[src/rtl/mod_mult_pipe.sv]
// Pipelined Barrett modular multiplier: out_result = (in_a * in_b) mod Q.
// Four register stages, one product per clock, valid/ready streaming with a sideband tag.
// The whole pipe advances together; a stalled output freezes every stage.
module mod_mult_pipe #(
    parameter int unsigned WIDTH = 32,
    parameter int unsigned Q     = 3329,
    parameter int unsigned TAG_W = 8
) (
    input  logic             clk,
    input  logic             rst_n,
    input  logic             in_valid,
    output logic             in_ready,
    input  logic [WIDTH-1:0] in_a,
    input  logic [WIDTH-1:0] in_b,
    input  logic [TAG_W-1:0] in_tag,
    output logic             out_valid,
    input  logic             out_ready,
    output logic [WIDTH-1:0] out_result,
    output logic [TAG_W-1:0] out_tag,
    output logic             busy
);

    localparam int unsigned QW  = $clog2(Q);
    localparam int unsigned K   = 2 * QW;
    localparam int unsigned XW  = 2 * QW;      // full product a*b
    localparam int unsigned PW  = 3 * QW + 1;  // x*MU, MU fits in QW+1 bits
    localparam int unsigned RW  = QW + 2;      // remainder before correction, < 3Q
    localparam logic [63:0] Q64 = 64'(Q);
    localparam logic [63:0] MU  = (64'd1 << K) / Q64;

    if (Q < 3 || Q >= (1 << 30) || (Q % 2) == 0 || (Q64 >> WIDTH) != 64'd0) begin : g_bad_q
        $error("mod_mult_pipe: Q must be odd, 3 <= Q < 2**30 and Q < 2**WIDTH");
    end

    logic             v1_q, v2_q, v3_q, v4_q;
    logic             v1_d, v2_d, v3_d, v4_d;
    logic [TAG_W-1:0] tag1_q, tag2_q, tag3_q, tag4_q;
    logic [TAG_W-1:0] tag1_d, tag2_d, tag3_d, tag4_d;
    logic [XW-1:0]    x1_q, x2_q, x1_d, x2_d;
    logic [QW-1:0]    t2_q, t2_d;
    logic [RW-1:0]    r3_q, r3_d;
    logic [QW-1:0]    res4_q, res4_d;

    logic             adv;
    logic [PW-1:0]    mu_prod;
    logic [RW-1:0]    tq;
    logic [RW-1:0]    red1, red2;

    // Global enable: the pipe moves whenever the output slot is free or being drained.
    always_comb begin
        adv = out_ready | ~v4_q;
    end

    // Datapath arithmetic for each stage boundary.
    always_comb begin
        mu_prod = PW'(x1_q) * PW'(MU);
        // Modular arithmetic in RW bits is exact because x - t*Q is known to be < 3Q.
        tq      = RW'(t2_q) * RW'(Q);
        red1    = (r3_q >= RW'(Q)) ? (r3_q - RW'(Q)) : r3_q;
        red2    = (red1 >= RW'(Q)) ? (red1 - RW'(Q)) : red1;
    end

    // Next-state: every stage loads from its predecessor on adv, otherwise holds.
    always_comb begin
        v1_d   = v1_q;
        v2_d   = v2_q;
        v3_d   = v3_q;
        v4_d   = v4_q;
        tag1_d = tag1_q;
        tag2_d = tag2_q;
        tag3_d = tag3_q;
        tag4_d = tag4_q;
        x1_d   = x1_q;
        x2_d   = x2_q;
        t2_d   = t2_q;
        r3_d   = r3_q;
        res4_d = res4_q;
        if (adv) begin
            v1_d   = in_valid;
            tag1_d = in_tag;
            x1_d   = XW'(in_a[QW-1:0]) * XW'(in_b[QW-1:0]);
            v2_d   = v1_q;
            tag2_d = tag1_q;
            x2_d   = x1_q;
            t2_d   = mu_prod[K +: QW];
            v3_d   = v2_q;
            tag3_d = tag2_q;
            r3_d   = x2_q[RW-1:0] - tq;
            v4_d   = v3_q;
            tag4_d = tag3_q;
            res4_d = red2[QW-1:0];
        end
    end

    // Pipeline registers with asynchronous clear.
    always_ff @(posedge clk or negedge rst_n) begin
        if (!rst_n) begin
            v1_q   <= 1'b0;
            v2_q   <= 1'b0;
            v3_q   <= 1'b0;
            v4_q   <= 1'b0;
            tag1_q <= '0;
            tag2_q <= '0;
            tag3_q <= '0;
            tag4_q <= '0;
            x1_q   <= '0;
            x2_q   <= '0;
            t2_q   <= '0;
            r3_q   <= '0;
            res4_q <= '0;
        end else begin
            v1_q   <= v1_d;
            v2_q   <= v2_d;
            v3_q   <= v3_d;
            v4_q   <= v4_d;
            tag1_q <= tag1_d;
            tag2_q <= tag2_d;
            tag3_q <= tag3_d;
            tag4_q <= tag4_d;
            x1_q   <= x1_d;
            x2_q   <= x2_d;
            t2_q   <= t2_d;
            r3_q   <= r3_d;
            res4_q <= res4_d;
        end
    end

    // Outputs come straight from the last stage, so they hold while stalled.
    always_comb begin
        in_ready   = adv;
        out_valid  = v4_q;
        out_result = WIDTH'(res4_q);
        out_tag    = tag4_q;
        busy       = v1_q | v2_q | v3_q | v4_q;
    end

    // Operands must already be reduced mod Q.
    operand_in_range: assert property (@(posedge clk) disable iff (!rst_n)
        in_valid |-> (in_a < WIDTH'(Q) && in_b < WIDTH'(Q)));

endmodule

[config.mk]
export PLATFORM = sky130hd
export DESIGN_NAME = mod_mult_pipe
export DESIGN_NICKNAME = d
export VERILOG_FILES = /design/src/rtl/mod_mult_pipe.sv
export SDC_FILE = /design/constraint.sdc
export NUM_CORES = 1
export LEC_CHECK = 0
export BUFFER_PORTS_ARGS = -buffer_cell sky130_fd_sc_hd__buf_2
export CAP_MARGIN = 20
export CORE_UTILIZATION = 57
export CTS_CLUSTER_DIAMETER = 120
export DETAILED_ROUTE_END_ITERATION = 10
export PLACE_DENSITY = 0.86
export SYNTH_ARGS = -nofsm -noshare
export SYNTH_HDL_FRONTEND = slang
export SYNTH_SLANG_ARGS = --single-unit
[constraint.sdc]
create_clock -name clk -period 7.8 [get_ports clk]
set_clock_uncertainty 0.15 [all_clocks]
set_input_delay 0.78 -clock clk [delete_from_list [all_inputs] [get_ports clk]]
set_output_delay 0.78 -clock clk [all_outputs]
set_load 0.05 [all_outputs]
---- After elaboration in Yosys (flattened, before gate mapping) ----
Index checks and enable logic that the tools add are counted.
storage, ports and cells
  output and inout port bits .............. 43
  input port bits ......................... 76
  register bits ........................... 112
  word-level logic and storage cells ...... 28
cells by class
  muxes and demuxes ....................... 2
  $mul .................................... 3
  bitwise gates (word level) .............. 5
  $lt $le $gt $ge ......................... 2
  add/subtract/negate cells ............... 3
operator list
  operator                                                                 count
  24-bit by 13-bit multiplier with 36-bit output, second input constant    1
  14-bit by 12-bit >= comparator with 1-bit output, second input constant  2
  12-bit by 12-bit multiplier with 24-bit output                           1
  12-bit by 12-bit multiplier with 14-bit output, second input constant    1
  14-bit two-way mux                                                       1
  14-bit by 12-bit subtractor with 14-bit output, second input constant    1
  14-bit subtractor                                                        1
  12-bit two-way mux                                                       1
  12-bit subtractor, second input constant                                 1
  1-bit OR                                                                 4
  1-bit NOT                                                                1

---- Depth between registers and ports, before layout ----
  depth in word-level cells ............... 4
  mapped depth ............................ 22
  mapped depth without buffers ............ 21

---- Least setup slack after synthesis ----
No wires, ideal clock.
  path type ............................... input-to-reg
  from .................................... input port in_b[3]
  to ...................................... register x1_q[23]
  library setup time ...................... 0.087 ns
  setup slack ............................. 1.972 ns
  arrival time ............................ 5.592 ns
  stages on the path ...................... 20
  cells stage by stage .................... clkbuf_1 -> nand2_1 -> fa_1 -> inv_1 -> fa_1 -> fa_1 -> fa_1 -> inv_1 -> fa_1 -> inv_1 -> ha_1 -> a21o_1 -> a21o_1 -> a21o_1 -> a21oi_1 -> nand2_1 -> o221ai_1 -> o21ai_0 -> a211o_1 -> o211ai_1
on the way
  cells in the longest elaborated chain, start to end .. 1
RTL lines
  element                                         line  text
  from (decl)                                     14    input logic [WIDTH-1:0] in_b,
  12-bit by 12-bit multiplier with 24-bit output  81    x1_d = XW'(in_a[QW-1:0]) * XW'(in_b[QW-1:0]);
  to (signal assigned)                            106   x1_q <= '0;
  to (signal assigned)                            120   x1_q <= x1_d;
  to (decl)                                       39    logic [XW-1:0] x1_q, x2_q, x1_d, x2_d;
Every way passes these cells.
A chain may end at the register's enable or synchronous reset.

---- Final worst setup path ----
  from .................................... register x1_q[19]
  to ...................................... register t2_q[11]
on the way
  cells in the longest elaborated chain, start to end .. 1
RTL lines
  element                                         line  text
  24-bit by 13-bit multiplier with 36-bit output  56    mu_prod = PW'(x1_q) * PW'(MU);
  to (signal assigned)                            122   t2_q <= t2_d;
  to (decl)                                       40    logic [QW-1:0] t2_q, t2_d;
Every way passes these cells.

==> reports/qor.yml <==
synth_warnings: 0
synth_edf_count: 0
timing.final.crit_share: 0.813
rows: 61
endpoint_kind: "register"
cp_max_fo: 6
tritoncts: "done"
root_buffer: "clkbuf_16"
num_vias: 11400
fin_nets: 2278
drt_iter0_markers: 645
vias_per_cell: 5.38
endpoint: "t2_q[11]"
critPathSlowestCell: "a221oi_1"
cts_buffer_depth: 2
clk_pin_slew_ps: 100
r2r_start: "x1_q[19]"
fp.dieW_um: 170
grt_usage: 0.244
h-tree-depth: 3
layout_min_cycle_time_ps: 6340
wl_per_cell_um: 15.4
synthTopCellsByCount: "332 x inv_1, 285 x nand2_1, 236 x fa_1, 224 x ha_1, 112 x dfrtp_1"
setup_viol: 0
yosysSeqAreaShare: 0.174
top_layer: "met4"
fp.dieH_um: 170
synth.most_common_cell: "inv_1"
ios: 119
arrival_ps: 6420
syn_area_um2: 16100
status: "finished, final reports clean"
drt_wl_total_um: 32800
synth_area_leader_cell: "fa_1"
drive_gt1_frac: 0.0658
ys_seq_elements: 112
hold_class: "input pin to async pin"
fin_setup_tns_ps: 0
postCtsSetupRepairBufs: 0
ant_nets: 0
crit_chain: "inv_1, fa_1, fa_1, inv_1, fa_1, fa_1, inv_1, fa_1, inv_1, ha_1, a21oi_1, nand2_1, a221oi_1, a21oi_1, a21boi_0, a211oi_1, a2111oi_0, xnor2_1, o21ai_0"
hold_viol: 0
async_flop_share: 1.00
critPathRequiredTime_ps: 7880
synth.distinct_cells: 81
wl_met2_um: 17200
clkSinkCount: 112
synth_area_leaders: "fa_1 29%, dfrtp_1 17%, ha_1 17%"
worstRegToRegCells: 19
worst_r2r_endpoint: "t2_q[11]"
syn_to_final_growth_pct: 5.06
r2r_slack_ps: 1460
initial_core_util: 0.579
wl_met3_um: 973
antenna_found_initial: 0
final_max_slew_viol_count: 0
rsz0062_at_grt: "false"
maxSlewHeadroom: 0.423
dieArea_um2: 28900
cts_resized: 0
cp-start-kind: "register"
cp_slowest_stage_delay_ps: 550
synthCells: 1728
overflow: 0
path_class: "register to register"
clock_latency_ps: 380
cap_violations: 0
firstDrtPassIters: 5
drt-met1-wl_um: 13900
grt_pass1_wl_um: 56500
cts_hold_buf: 0
startpoint: "x1_q[19]"
antennaDiodeCount: 0
crit_path_frequent_cell: "fa_1"
synth-main-ff-cell: "dfrtp_1"
grt_max_degree: 86
yosys.area.top_type_share: 0.294
drcViolationCount: 0
dp_hpwl_um: 26600
worst_slew_pin_slew_ps: 866
place.gp.congestion: 0.909
synth.avg_cell_area_um2: 9.31
core-area_um2: 27800
numCtsBuffers: 9
grt_pass1_vias: 12100
clock.fmax_mhz: 158
port_buffers: 58
cell families (layout without fill, tap and decap cells):
| kind of cell | Yosys count | in the layout | synth area share |
|---|---|---|---|
| buf+inv | 411 | 411 | 0.102 |
| mux | 3 | 3 | 0.00233 |
| other cells | 1 | 20 | 0.000233 |
| fa+ha+maj | 460 | 460 | 0.468 |
| xor+xnor | 62 | 62 | 0.0338 |
| simple gates | 479 | 479 | 0.139 |
| flops | 112 | 112 | 0.174 |
| compound gates | 200 | 200 | 0.0805 |
per-layer routing:
| metal | GRT usage | vias up |
|---|---|---|
| met4 | 0.0736 | 0 |
| li1 | - | 5407 |
| met2 | 0.440 | 254 |
| met1 | 0.309 | 5718 |
| met5 | 0 | - |
| met3 | 0.0235 | 55 |
placed cells by master, fill, tap and decap left out, types with 5 or more instances in the layout:
cell type  Yosys  layout
fa_1         236     236
nand3_1       14      14
ha_1         224     224
a21oi_1       56      56
o211ai_1       5       5
buf_2          4      57
dfrtp_1      112     112
clkbuf_16      0       9
nor3_1        11      11
o21ai_0       50      50
xnor2_1       39      39
a21o_1        11      11
conb_1         1      20
xor2_1        23      23
o21a_1        10      10
nand2b_1       7       7
nor2_1        48      48
inv_1        332     332
and2_1        56      56
o31ai_1       10      10
and3_1         7       7
buf_4         21       5
o21ai_1        7       7
nand2_1      285     285
a211oi_1       7       7
or3_1         11      11
flip-flops by register name (all words and copies together) (netlist names):
register / cells
t2_q: 12
x2_q: 14
tag2_q: 8
out_tag: 8
r3_q: 14
v2_q: 1
tag1_q: 8
out_valid: 1
v3_q: 1
v1_q: 1
x1_q: 24
res4_q: 12
tag3_q: 8
metrics by stage:
stage / setup slack (ps) / std cells / area [um2] / hold slack [ps] / utilization
6_report: 1460 / 2125 / 16900 / 219 / 0.608
4_1_cts: 1470 / 2125 / 16900 / 231 / 0.608
3_3_place_gp: 1690 / 2109 / 16600 / 296 / 0.597
3_5_place_dp: 1570 / 2109 / 16600 / 305 / 0.597
5_1_grt: 1030 / 2125 / 16900 / 256 / 0.608
2_1_floorplan: 1970 / 1747 / 16200 / 289 / -
layout make-up:
type | instances | area, um2
clock inverters | 7 | 96.3
well taps | 378 | 473
inverters | 333 | 1250
repair buffers | 62 | 323
multi-input cells | 1224 | 11700
fillers | 2220 | 10900
flip-flops and latches | 112 | 2800
clock buffers | 9 | 225
critical path: cells and delay by family, from the launching register on:
kind,cells,cell delay [ps]
adder cells (fa/ha/maj),6,2840
AO/OA/AOI/OAI,7,2070
buffers and inverters,4,320
flip-flops,1,540
AND/OR/NAND/NOR,1,90
XOR/XNOR,1,180
how the worst min path moves through the flow:
stage	slack (ps)	cells after the start	to
6_report	220	1	tag3_q[2]
5_1_grt	260	1	tag1_q[4]
4_1_cts	230	1	tag1_q[1]
3_5_place_dp	300	2	tag2_q[2]
3_3_place_gp	300	2	out_tag[1]
2_1_floorplan	290	2	tag1_q[0]
Power is not shown: default switching activity piles up to over one toggle a cycle in this logic, so the estimate is an artifact.
